==> config.mk <==
export PLATFORM = sky130hd
export DESIGN_NAME = relu_bwd
export DESIGN_NICKNAME = d
export VERILOG_FILES = /design/src/rtl/relu_bwd.sv
export SDC_FILE = /design/constraint.sdc
export NUM_CORES = 1
export LEC_CHECK = 0
export ABC_AREA = 1
export BUFFER_PORTS_ARGS = -buffer_cell sky130_fd_sc_hd__buf_2
export CORE_ASPECT_RATIO = 0.6
export CORE_MARGIN = 2
export CORE_UTILIZATION = 45
export CTS_CLUSTER_DIAMETER = 80
export DETAILED_ROUTE_END_ITERATION = 8
export PLACE_DENSITY_LB_ADDON = 0.15
export SYNTH_ARGS = -nofsm -noshare
export SYNTH_HDL_FRONTEND = slang
export SYNTH_SLANG_ARGS = --single-unit
==> constraint.sdc <==
create_clock -name clk -period 3.3 [get_ports clk]
set_input_delay 0.66 -clock clk [delete_from_list [all_inputs] [get_ports clk]]
set_output_delay 0.66 -clock clk [all_outputs]
set_load 0.005 [all_outputs]
==> src/rtl/relu_bwd.sv <==
// relu_bwd: ReLU backward gate; forward-tap mask FIFO gates the upstream gradient stream.
module relu_bwd #(
  parameter int DATA_WIDTH = 12,
  parameter int MASK_DEPTH = 64
) (
  input  logic                          clk,
  input  logic                          rst,
  output logic                          fwd_ready_in,
  input  logic                          fwd_valid_in,
  input  logic [DATA_WIDTH-1:0]         fwd_data_in,
  output logic                          grad_ready_in,
  input  logic                          grad_valid_in,
  input  logic [DATA_WIDTH-1:0]         grad_data_in,
  input  logic                          grad_ready_out,
  output logic                          grad_valid_out,
  output logic [DATA_WIDTH-1:0]         grad_data_out,
  input  logic                          flush,
  output logic [$clog2(MASK_DEPTH):0]   mask_count
);
  localparam int AW = $clog2(MASK_DEPTH);
  localparam logic [AW:0] ONE = 1;
  logic [MASK_DEPTH-1:0] mem;
  logic [AW:0] wr_ptr, rd_ptr;
  logic empty, full, out_free, push, pop, unused_bits;
  assign unused_bits = ^fwd_data_in[DATA_WIDTH-2:0];
  // MSB differs with equal low bits means the writer has lapped the reader
  assign empty = wr_ptr == rd_ptr;
  assign full = (wr_ptr[AW] != rd_ptr[AW]) && (wr_ptr[AW-1:0] == rd_ptr[AW-1:0]);
  assign out_free = ~grad_valid_out | grad_ready_out;
  assign fwd_ready_in = ~rst & ~flush & ~full;
  assign grad_ready_in = ~rst & ~flush & ~empty & out_free;
  assign push = fwd_valid_in & fwd_ready_in;
  assign pop = grad_valid_in & grad_ready_in;
  always_ff @(posedge clk or posedge rst) begin
    if (rst) begin
      mem <= '0;
      wr_ptr <= '0;
      rd_ptr <= '0;
      mask_count <= '0;
      grad_valid_out <= 1'b0;
      grad_data_out <= '0;
    end else begin
      if (flush) begin
        wr_ptr <= '0;
        rd_ptr <= '0;
        mask_count <= '0;
      end else begin
        if (push) mem[wr_ptr[AW-1:0]] <= ~fwd_data_in[DATA_WIDTH-1];
        if (push) wr_ptr <= wr_ptr + ONE;
        if (pop) rd_ptr <= rd_ptr + ONE;
        mask_count <= (push & ~pop) ? mask_count + ONE : (pop & ~push) ? mask_count - ONE : mask_count;
      end
      if (pop) begin
        grad_valid_out <= 1'b1;
        grad_data_out <= mem[rd_ptr[AW-1:0]] ? grad_data_in : '0;
      end else if (grad_ready_out) begin
        grad_valid_out <= 1'b0;
      end
    end
  end
endmodule

# [Yosys cells after proc, flatten, opt, wreduce, memory -nomap -nowiden]
# Cells that the tools add are included.
[word_totals] regBits=98 out_inout_bits=22 word_cells=55
[op_classes] n_addsub=4 magnitude_cmp=3 n_eq_ne=3 mux=15 bitwise=17 reduce_logical=7
[op_table] op="64-bit bitwise mux" count=1
[op_table] op="7-bit 2-to-1 mux" count=7
[op_table] op="7-bit by 1-bit adder with 7-bit output, second input constant" count=3
[op_table] op="6-bit by 7-bit < comparator with 1-bit output, second input constant" count=2
[op_table] op="12-bit 2-to-1 mux" count=1
[op_table] op="1-bit AND" count=8
[op_table] op="1-bit NOT" count=8
[op_table] op="7-bit equality test" count=1
[op_table] op="7-bit by 1-bit subtractor with 7-bit output, second input constant" count=1
[op_table] op="1-bit binary-select mux with 6-bit select" count=1
[op_table] op="1-bit demux with 6-bit select" count=1
[op_table] op="6-bit equality test" count=1
[op_table] op="6-bit by 1-bit >= comparator with 1-bit output, second input constant" count=1
[op_table] op="2-bit nonzero test" count=3
[op_table] op="1-bit 2-to-1 mux" count=4
[op_table] op="3-bit nonzero test" count=1
[op_table] op="1-bit logical AND" count=2
[op_table] op="2-bit AND reduction" count=1
[op_table] op="1-bit != test" count=1
[op_table] op="1-bit OR" count=1

# [Longest topological paths before layout]
# Gate-level depths: netlist of the first run.
[logic_depth] ltp_word=10 ltp_mapped=19 ltp_nobuf=18

# [Worst setup path after synthesis of the first run]
# No wires, ideal clock.
[synth_path] path_type="input-to-reg" startpoint="input flush" endpoint="register mask_count[6]" setup_time_ns=0.118 t_arrival_ns=2.478 required_ns=3.182 slack_ns=0.705 stages=12 n_path_buf=0 cell_sequence="nor2_1 nand2_1 nor2_4 nand2_2 fa_1 nand3_1 nand3_1 a21o_1 a21oi_1 nand3_1 nand3_1 nand2_1"
[synth_between] elab_chain_len=9 elab_cells_between_ends=14
[synth_lines] element="from (decl)" line_no="17" text="input logic flush,"
[synth_lines] element="1-bit NOT (no source line)"
[synth_lines] element="1-bit AND" line_no="30, 31"
[synth_lines] element="1-bit AND (2 in series)" line_no="31" text="assign grad_ready_in = ~rst & ~flush & ~empty & out_free;"
[synth_lines] element="1-bit AND" line_no="33" text="assign pop = grad_valid_in & grad_ready_in;"
[synth_lines] element="1-bit NOT" line_no="51" text="mask_count <= (push & ~pop) ? mask_count + ONE : (pop & ~push) ? mask_count - ONE : mask_count;"
[synth_lines] element="1-bit AND" line_no="51"
[synth_lines] element="7-bit 2-to-1 mux" line_no="51"
[synth_lines] element="7-bit 2-to-1 mux" line_no="43" text="if (flush) begin"
[synth_lines] element="to (signal assigned)" line_no="51"
[synth_lines] element="to (decl)" line_no="18" text="output logic [$clog2(MASK_DEPTH):0] mask_count"
# Parallel ways exist; a longest one is shown, timed or not.
# A chain may end at the register's enable or synchronous reset.

# [Worst setup path after layout of the first run]
[layout_path] startpoint="register rd_ptr[1]" endpoint="register mask_count[6]"
[layout_between] elab_chain_len=9 elab_cells_between_ends=17
[layout_lines] element="from (decl)" line_no="23" text="logic [AW:0] wr_ptr, rd_ptr;"
[layout_lines] element="from (signal assigned)" line_no="50" text="if (pop) rd_ptr <= rd_ptr + ONE;"
[layout_lines] element="7-bit equality test" line_no="27" text="assign empty = wr_ptr == rd_ptr;"
[layout_lines] element="1-bit NOT" line_no="31"
[layout_lines] element="1-bit AND (2 in series)" line_no="31"
[layout_lines] element="1-bit AND" line_no="33"
[layout_lines] element="1-bit NOT" line_no="51"
[layout_lines] element="1-bit AND" line_no="51"
[layout_lines] element="7-bit 2-to-1 mux" line_no="51"
[layout_lines] element="7-bit 2-to-1 mux" line_no="43"
# Parallel ways exist; a longest one is shown, timed or not.

==> results.sh, run 1 <==
export IMPL_num_fill_cells=1102
export IMPL_dieWidth_um=142.2
export IMPL_final_layout_size_suffix_gt1_share_pct=12.86
export IMPL_grt_pass1_wl_um=21550
export IMPL_final_cell_count_no_fill=844
export IMPL_hpwl_um=8723
export IMPL_clock_latency_ns=0.35
export IMPL_gp_congestion=0.8471
export IMPL_post_place_ws_ns=0.2257
export IMPL_core_mm2=0.01122
export IMPL_ys_ff_latch=98
export IMPL_area_delta_synth_final_pct=11.99
export IMPL_grt_util_met2_pct=31.27
export IMPL_initial_core_util_pct=45.92
export IMPL_globalRouteMet3Util_pct=4.948
export IMPL_timing_rr_start="rd_ptr[1]"
export IMPL_cts_setup_buffers=0
export IMPL_syn_inst=670
export IMPL_holdCritPathClass="in2async"
export IMPL_drc=0
export IMPL_grt_max_degree=52
export IMPL_critical_path_endpoint_type="register"
export IMPL_slew_viol_final=0
export IMPL_finalSetupTns_ns=0
export IMPL_drt_vias_per_instance=5.469
export IMPL_cap_violations=0
export IMPL_drtPass1Iterations=5
export IMPL_antenna_found_initial=0
export IMPL_worstPathArrival_ns=3.12
export IMPL_htreeDepth=3
export IMPL_critPathRequiredTime_ns=3.54
export IMPL_tightest_slew_ns=1.009
export IMPL_fin_skew_ns=0.01132
export IMPL_yosys_warnings=0
export IMPL_rsz0062_at_grt="no"
export IMPL_finalHoldViolCount=0
export IMPL_dp_cells=828
export IMPL_final_nets=733
export IMPL_rows=30
export IMPL_ant_nets=0
export IMPL_path_class="reg2reg"
export IMPL_ys_seq_area_share_pct=47.58
export IMPL_clk_pin_slew_ns=0.08
export IMPL_setup_ws_ns=0.4276
export IMPL_max_slew_margin_rel_pct=32.23
export IMPL_synthTopCellsByArea="dfrtp_1 (48%), nand2_1 (13%), o21ai_0 (6.3%)"
export IMPL_cp_start_kind="register"
export IMPL_finalSetupViolCount=0
export IMPL_yosysUniqueCellTypes=30
export IMPL_io_buffers=40
export IMPL_post_cts_resized=0
export IMPL_syn_avg_cell_area_um2=7.692
export IMPL_power_leakage_nw=2.795
export IMPL_critPathMaxFanout=9
export IMPL_r2r_slack_ns=0.43
export IMPL_grtUsageTotal_pct=22.44
export IMPL_grt_use_met1_pct=35.08
export IMPL_crit_start="rd_ptr[1]"
export IMPL_diodes=0
export IMPL_outcome="completed"
export IMPL_wirelength_um=13320
export IMPL_synthDominantCellAreaShare_pct=47.58
export IMPL_finalCoreUtilization_pct=51.43
export IMPL_cts_sinks=98
export IMPL_cts_max_path_buffers=2
export IMPL_fp_dieArea_mm2=0.01235
export IMPL_syn_area_mm2=0.005154
export IMPL_cts_root_buf="clkbuf_16"
export IMPL_busiest_layer="met1"
export IMPL_p_per_area_mw_per_mm2=501.7
export IMPL_cts_hold_buf=0
export IMPL_power_mw=2.896
export IMPL_cts_tree="yes"
export IMPL_max_vdd_ir_drop_uv=270.5
export IMPL_via_count=4616
export IMPL_overflow=0
export IMPL_fin_crit_sh_pct=87.04
export IMPL_numCtsBuffers=9
export IMPL_drtIter0Drc=326
export IMPL_synth_nets=708
export IMPL_fin_crit_ns=2.872
export IMPL_pin_count=52
export IMPL_drt_wirelength_per_cell_um=15.78
export IMPL_max_freq_mhz=348.1
export IMPL_grt_pass1_vias=4174
export IMPL_synth_area_leader_cell="dfrtp_1"
export IMPL_fp_dieH_um=86.90
-- metal layers --
metal | wire length [µm] | part of all wire [%]
met1 | 6868 | 52
met2 | 5444 | 41
met3 | 877 | 6.6
met4 | 129 | 0.97
met5 | 0 | 0
-- critical path, stage by stage, from the launching register on --
cell and delay [ns]:
dfrtp_1 0.41, inv_1 0.19, nand2_1 0.11, nand2_1 0.05
nand2_1 0.07, nor2_2 0.05, nand2_2 0.07, nand2_1 0.11
nor2_4 0.24, nand2_2 0.21, fa_1 0.46, nand3_1 0.10
nand3_1 0.11, a21o_1 0.18, a21oi_1 0.18, nand3_1 0.10
nand3_1 0.09, nand2_1 0.05
-- path summary, 6_finish.rpt --
check / endpoint / cells after the start
worst max-delay path: mask_count[6] / 17
worst min-delay path: mask_count[5] / 2
worst max register to register: mask_count[6] / 17
worst min register to register: grad_data_out[6] / 2
max in group asynchronous: rd_ptr[2] / 3
min in group clk: grad_data_out[6] / 2
-- per-stage QoR --
stage / hold slack [ns] / area (µm²)
global placement: 0.4570 / 5459
finish: 0.4052 / 5772
global route: 0.4640 / 5772
detailed placement: 0.4606 / 5459
CTS: 0.4395 / 5772
floorplan: 0.4478 / 5154
-- cells by family (layout without fill, tap and decap cells) --
kind of cell / Yosys count / in the layout / share of synthesized area [%]
AND/OR/NAND/NOR: 302 / 302 / 24.18
AO/OA/AOI/OAI: 168 / 168 / 17.63
flip-flops: 98 / 98 / 47.58
buffers and inverters: 85 / 115 / 6.992
XOR/XNOR: 9 / 9 / 1.530
adder cells (fa/ha/maj): 8 / 8 / 2.088
-- sequential cells by signal (all words and copies together), names as in the netlist --
name / flops
grad_data_out: 12
mem: 64
mask_count: 7
grad_valid_out: 1
rd_ptr: 7
wr_ptr: 7
-- cells in the mapped netlist, drive strengths merged --
| master | n |
|---|---|
| nor2 | 85 |
| a21oi | 42 |
| nor3 | 5 |
| ha | 7 |
| nand3 | 31 |
| dfrtp | 98 |
| xnor2 | 6 |
| o21ai | 82 |
| o22ai | 2 |
| inv | 46 |
| o21a | 1 |
| xor2 | 3 |
| nand4 | 1 |
| nor4 | 1 |
| buf | 24 |
| o211ai | 8 |
| a21o | 1 |
| a31oi | 32 |
| clkbuf | 15 |
| fa | 1 |
| nand2 | 179 |
-- layout by cell type, fill, tap and decap left out, drive strengths merged --
master,instances
buf,53
a31oi,32
fa,1
nor2,85
clkinv,1
nand3,31
a21oi,42
o211ai,8
xor2,3
xnor2,6
o21ai,82
nand2,179
bufinv,1
clkbuf,10
nor4,1
dfrtp,98
ha,7
o21a,1
clkinvlp,2
inv,48
a21o,1
nor3,5
o22ai,2
nand4,1
-- where the power goes --
group / total, mW / internal [mW] / leakage [nW] / switching, mW
registers: 1.34 / 1.29 / 1.35 / 0.0568
clock network: 1.12 / 0.619 / 0.147 / 0.498
logic: 0.436 / 0.180 / 1.30 / 0.256
-- area by class of cell --
type | count | area, µm² | area share, %
sequential | 98 | 2452 | 42.49
multi-input combinational | 487 | 2341 | 40.56
timing repair buffer | 53 | 310.3 | 5.376
clock buffer | 10 | 239.0 | 4.140
tap | 144 | 180.2 | 3.122
inverter | 46 | 175.2 | 3.035
clock inverter | 6 | 73.82 | 1.279
Note: power is estimated with default switching activity, not from simulation.
==> run 2, diff against run 1 <==
--- a/config.mk
+++ b/config.mk
@@ -5,7 +5,6 @@
 export SDC_FILE = /design/constraint.sdc
 export NUM_CORES = 1
 export LEC_CHECK = 0
-export ABC_AREA = 1
 export BUFFER_PORTS_ARGS = -buffer_cell sky130_fd_sc_hd__buf_2
 export CORE_ASPECT_RATIO = 0.6
 export CORE_MARGIN = 2
==> run 2 against run 1 <==
  * Via count fell by 11%
  * Routed wire length fell by 2.5%
  * Setup slack got worse by 0.23 ns
  * Non-clock buffer count rose by 13
  * Final cell count fell by 16%
  * Die area rose by 3.8%
  * Sequential cell count did not move
  * Sequential power barely moved
  * Clock power fell by 12%
  * Combinational power fell by 5.5%
  * Critical endpoint unchanged
  * Largest power group unchanged
==> results.sh, run 2 <==
export IMPL_rows=30
export IMPL_max_freq_mhz=322.3
export IMPL_tightest_slew_ns=1.022
export IMPL_ant_nets=0
export IMPL_syn_inst=517
export IMPL_holdCritPathClass="in2async"
export IMPL_largest_reg_flops=64
export IMPL_critPathRequiredTime_ns=3.59
export IMPL_drc=0
export IMPL_cts_setup_buffers=0
export IMPL_fp_dieArea_mm2=0.01282
export IMPL_cts_root_buf="clkbuf_16"
export IMPL_syn_avg_cell_area_um2=10.36
export IMPL_htreeDepth=3
export IMPL_top_regs="mem: 64 flops, grad_data_out: 12 flops"
export IMPL_critical_path_endpoint_type="register"
export IMPL_numCtsBuffers=9
export IMPL_p_per_area_mw_per_mm2=457.1
export IMPL_layout_commonest_cell="dfrtp_1"
export IMPL_cap_violations=0
export IMPL_swShare_pct=27.48
export IMPL_synth_nets=555
export IMPL_worstPathArrival_ns=3.39
export IMPL_grtUsageTotal_pct=21.40
export IMPL_wirelength_um=12990
export IMPL_cts_sinks=98
export IMPL_grt_pass1_wl_um=20830
export IMPL_slowest_stage="fa_1"
export IMPL_worstPathCellList="xnor2_1, nor3b_1, a21o_4, nand2_2, fa_1, a211oi_1, o21bai_1, a21oi_1, mux2i_1, o22a_1"
export IMPL_gp_congestion=0.7691
export IMPL_clk_pin_slew_ns=0.07
export IMPL_max_slew_margin_rel_pct=31.70
export IMPL_fin_crit_ns=3.103
export IMPL_cts_max_path_buffers=2
export IMPL_cp_start_kind="register"
export IMPL_synth_top_cells_by_count="dfrtp_1 (98), nand2_1 (59), a21oi_1 (53)"
export IMPL_fp_dieH_um=88.51
export IMPL_max_vdd_ir_drop_uv=240.9
export IMPL_io_buffers=40
export IMPL_finalSetupViolCount=0
export IMPL_finalSetupTns_ns=0
export IMPL_yosys_warnings=0
export IMPL_initial_core_util_pct=46.79
export IMPL_grt_pass1_vias=3858
export IMPL_rsz0062_at_grt="no"
export IMPL_dp_cells=695
export IMPL_cts_hold_buf=0
export IMPL_seq_power_share_pct=48.7
export IMPL_fin_skew_ns=0.008092
export IMPL_power_leakage_nw=2.566
export IMPL_yosysUniqueCellTypes=58
export IMPL_critPathMaxFanout=7
export IMPL_final_cell_count_no_fill=711
export IMPL_synth_edff_count=0
export IMPL_async_reset_ff_share_pct=100.0
export IMPL_fin_crit_sh_pct=94.02
export IMPL_slowest_delay_ns=0.46
export IMPL_final_nets=584
export IMPL_final_layout_size_suffix_gt1_share_pct=21.23
export IMPL_synth_most_common_cell="dfrtp_1"
export IMPL_power_frac_clock_pct=36.1
export IMPL_synthDominantCellAreaShare_pct=45.78
export IMPL_outcome="completed"
export IMPL_drtPass1Iterations=5
export IMPL_drt_vias_per_instance=5.748
export IMPL_largest_register="mem"
export IMPL_grt_max_degree=68
export IMPL_clock_latency_ns=0.35
export IMPL_synthTopCellsByArea="dfrtp_1 (46%), a31oi_1 (5.0%), a21oi_1 (5.0%)"
export IMPL_core_mm2=0.01145
export IMPL_slew_viol_final=0
export IMPL_synthFlopType="dfrtp_1"
export IMPL_area_delta_synth_final_pct=11.12
export IMPL_cts_tree="yes"
export IMPL_multi_input_area_mm2=0.002601
export IMPL_synth_area_leader_cell="dfrtp_1"
export IMPL_drt_wirelength_per_cell_um=18.27
export IMPL_finalHoldViolCount=0
export IMPL_r2r_slack_ns=0.20
export IMPL_pin_count=52
export IMPL_antenna_found_initial=0
export IMPL_area_sequential_mm2=0.002452
export IMPL_drtIter0Drc=261
export IMPL_ys_seq_area_share_pct=45.78
export IMPL_hpwl_um=8721
export IMPL_pwr_share_comb_pct=15.2
export IMPL_num_fill_cells=1056
export IMPL_overflow=0
export IMPL_path_class="reg2reg"
export IMPL_p_int_mw=1.973
export IMPL_via_count=4087
export IMPL_diodes=0
export IMPL_dieWidth_um=144.9
export IMPL_syn_area_mm2=0.005356
export IMPL_p_switching_uw=747.6
export IMPL_ys_ff_latch=98
export IMPL_final_cell_mix="dfrtp_1 (98), nand2_1 (58), a21oi_1 (53)"
run 2: cell count changes after synthesis, sizes merged, moves of 9 or more:
cell   change
nand3     -22
o31ai     +24
o21ai     -49
a21oi     +11
a31oi     +11
nor2      -65
nand2    -120
mux4      +10
xor2       +9
inv       -39
mux2i     +21
run 2: path summary, 6_finish.rpt:
kind | to | cells after the start | start
min in group clk | grad_data_out[10] | 2 | grad_data_out[10]
hold / removal | mask_count[0] | 2 | rst
max in group asynchronous | mem[10] | 3 | rst
setup reg to reg | mask_count[6] | 10 | rd_ptr[6]
hold reg to reg | grad_data_out[10] | 2 | grad_data_out[10]
setup / recovery | mask_count[6] | 10 | rd_ptr[6]
run 2: layer usage:
metal / wire length [µm] / vias up / GRT usage [%]
li1: - / 1957 / -
met1: 6650 / 2020 / 33.15
met2: 5580 / 99 / 30.92
met3: 663 / 11 / 4.708
met4: 95 / 0 / 4.148
met5: 0 / - / 0
run 2: cell type report:
type | count | area share (%)
Clock buffer | 11 | 3.910
Clock inverter | 5 | 0.6937
Inverter | 7 | 0.4835
Multi-Input combinational cell | 364 | 43.70
Sequential cell | 98 | 41.20
Tap cell | 160 | 3.363
Timing Repair Buffer | 66 | 6.643
run 2: critical path: cells and delay by family (launching register included):
| kind | cells | cell delay (ns) |
|---|---|---|
| AOI/OAI and AO/OA | 5 | 1.11 |
| and+or+nand+nor | 2 | 0.49 |
| adders and majority gates | 1 | 0.46 |
| DFF | 1 | 0.41 |
| xor gates and xnor gates | 1 | 0.30 |
| muxes | 1 | 0.27 |
run 2: kinds of logic after synthesis:
group,Yosys count,share of synthesized area [%]
multiplexers,32,8.339
flip-flops,98,45.78
adder cells (fa/ha/maj),8,2.009
buffers and inverters,55,5.700
XOR/XNOR,21,4.205
AO/OA/AOI/OAI,181,22.00
AND/OR/NAND/NOR,122,11.96
run 2: metrics by stage:
stage	util [%]	hold slack (ns)	instance area (µm²)	setup WS, ns	power, mW
after floorplan	-	0.4681	5356	0.07793	1.620
after global placement	49.57	0.4673	5675	0.1702	1.748
after detailed placement	49.57	0.4663	5675	0.03449	1.761
after CTS	51.97	0.4889	5949	0.1403	2.739
after global routing	51.99	0.5153	5952	0.08304	2.853
final	51.99	0.4827	5952	0.1972	2.721
run 2: power by group through the flow:
stage	clock network (mW)	logic, mW	registers [mW]
4_1_cts	0.998	0.415	1.33
3_5_place_dp	0	0.412	1.35
3_3_place_gp	0	0.402	1.35
2_1_floorplan	0	0.271	1.35
6_report	0.982	0.412	1.33
5_1_grt	1.06	0.462	1.34
run 2: what timing repair did:
item	CTS	global route
hold endpoints to repair	0	0
resized for setup	0	1
setup endpoints to repair	0	1
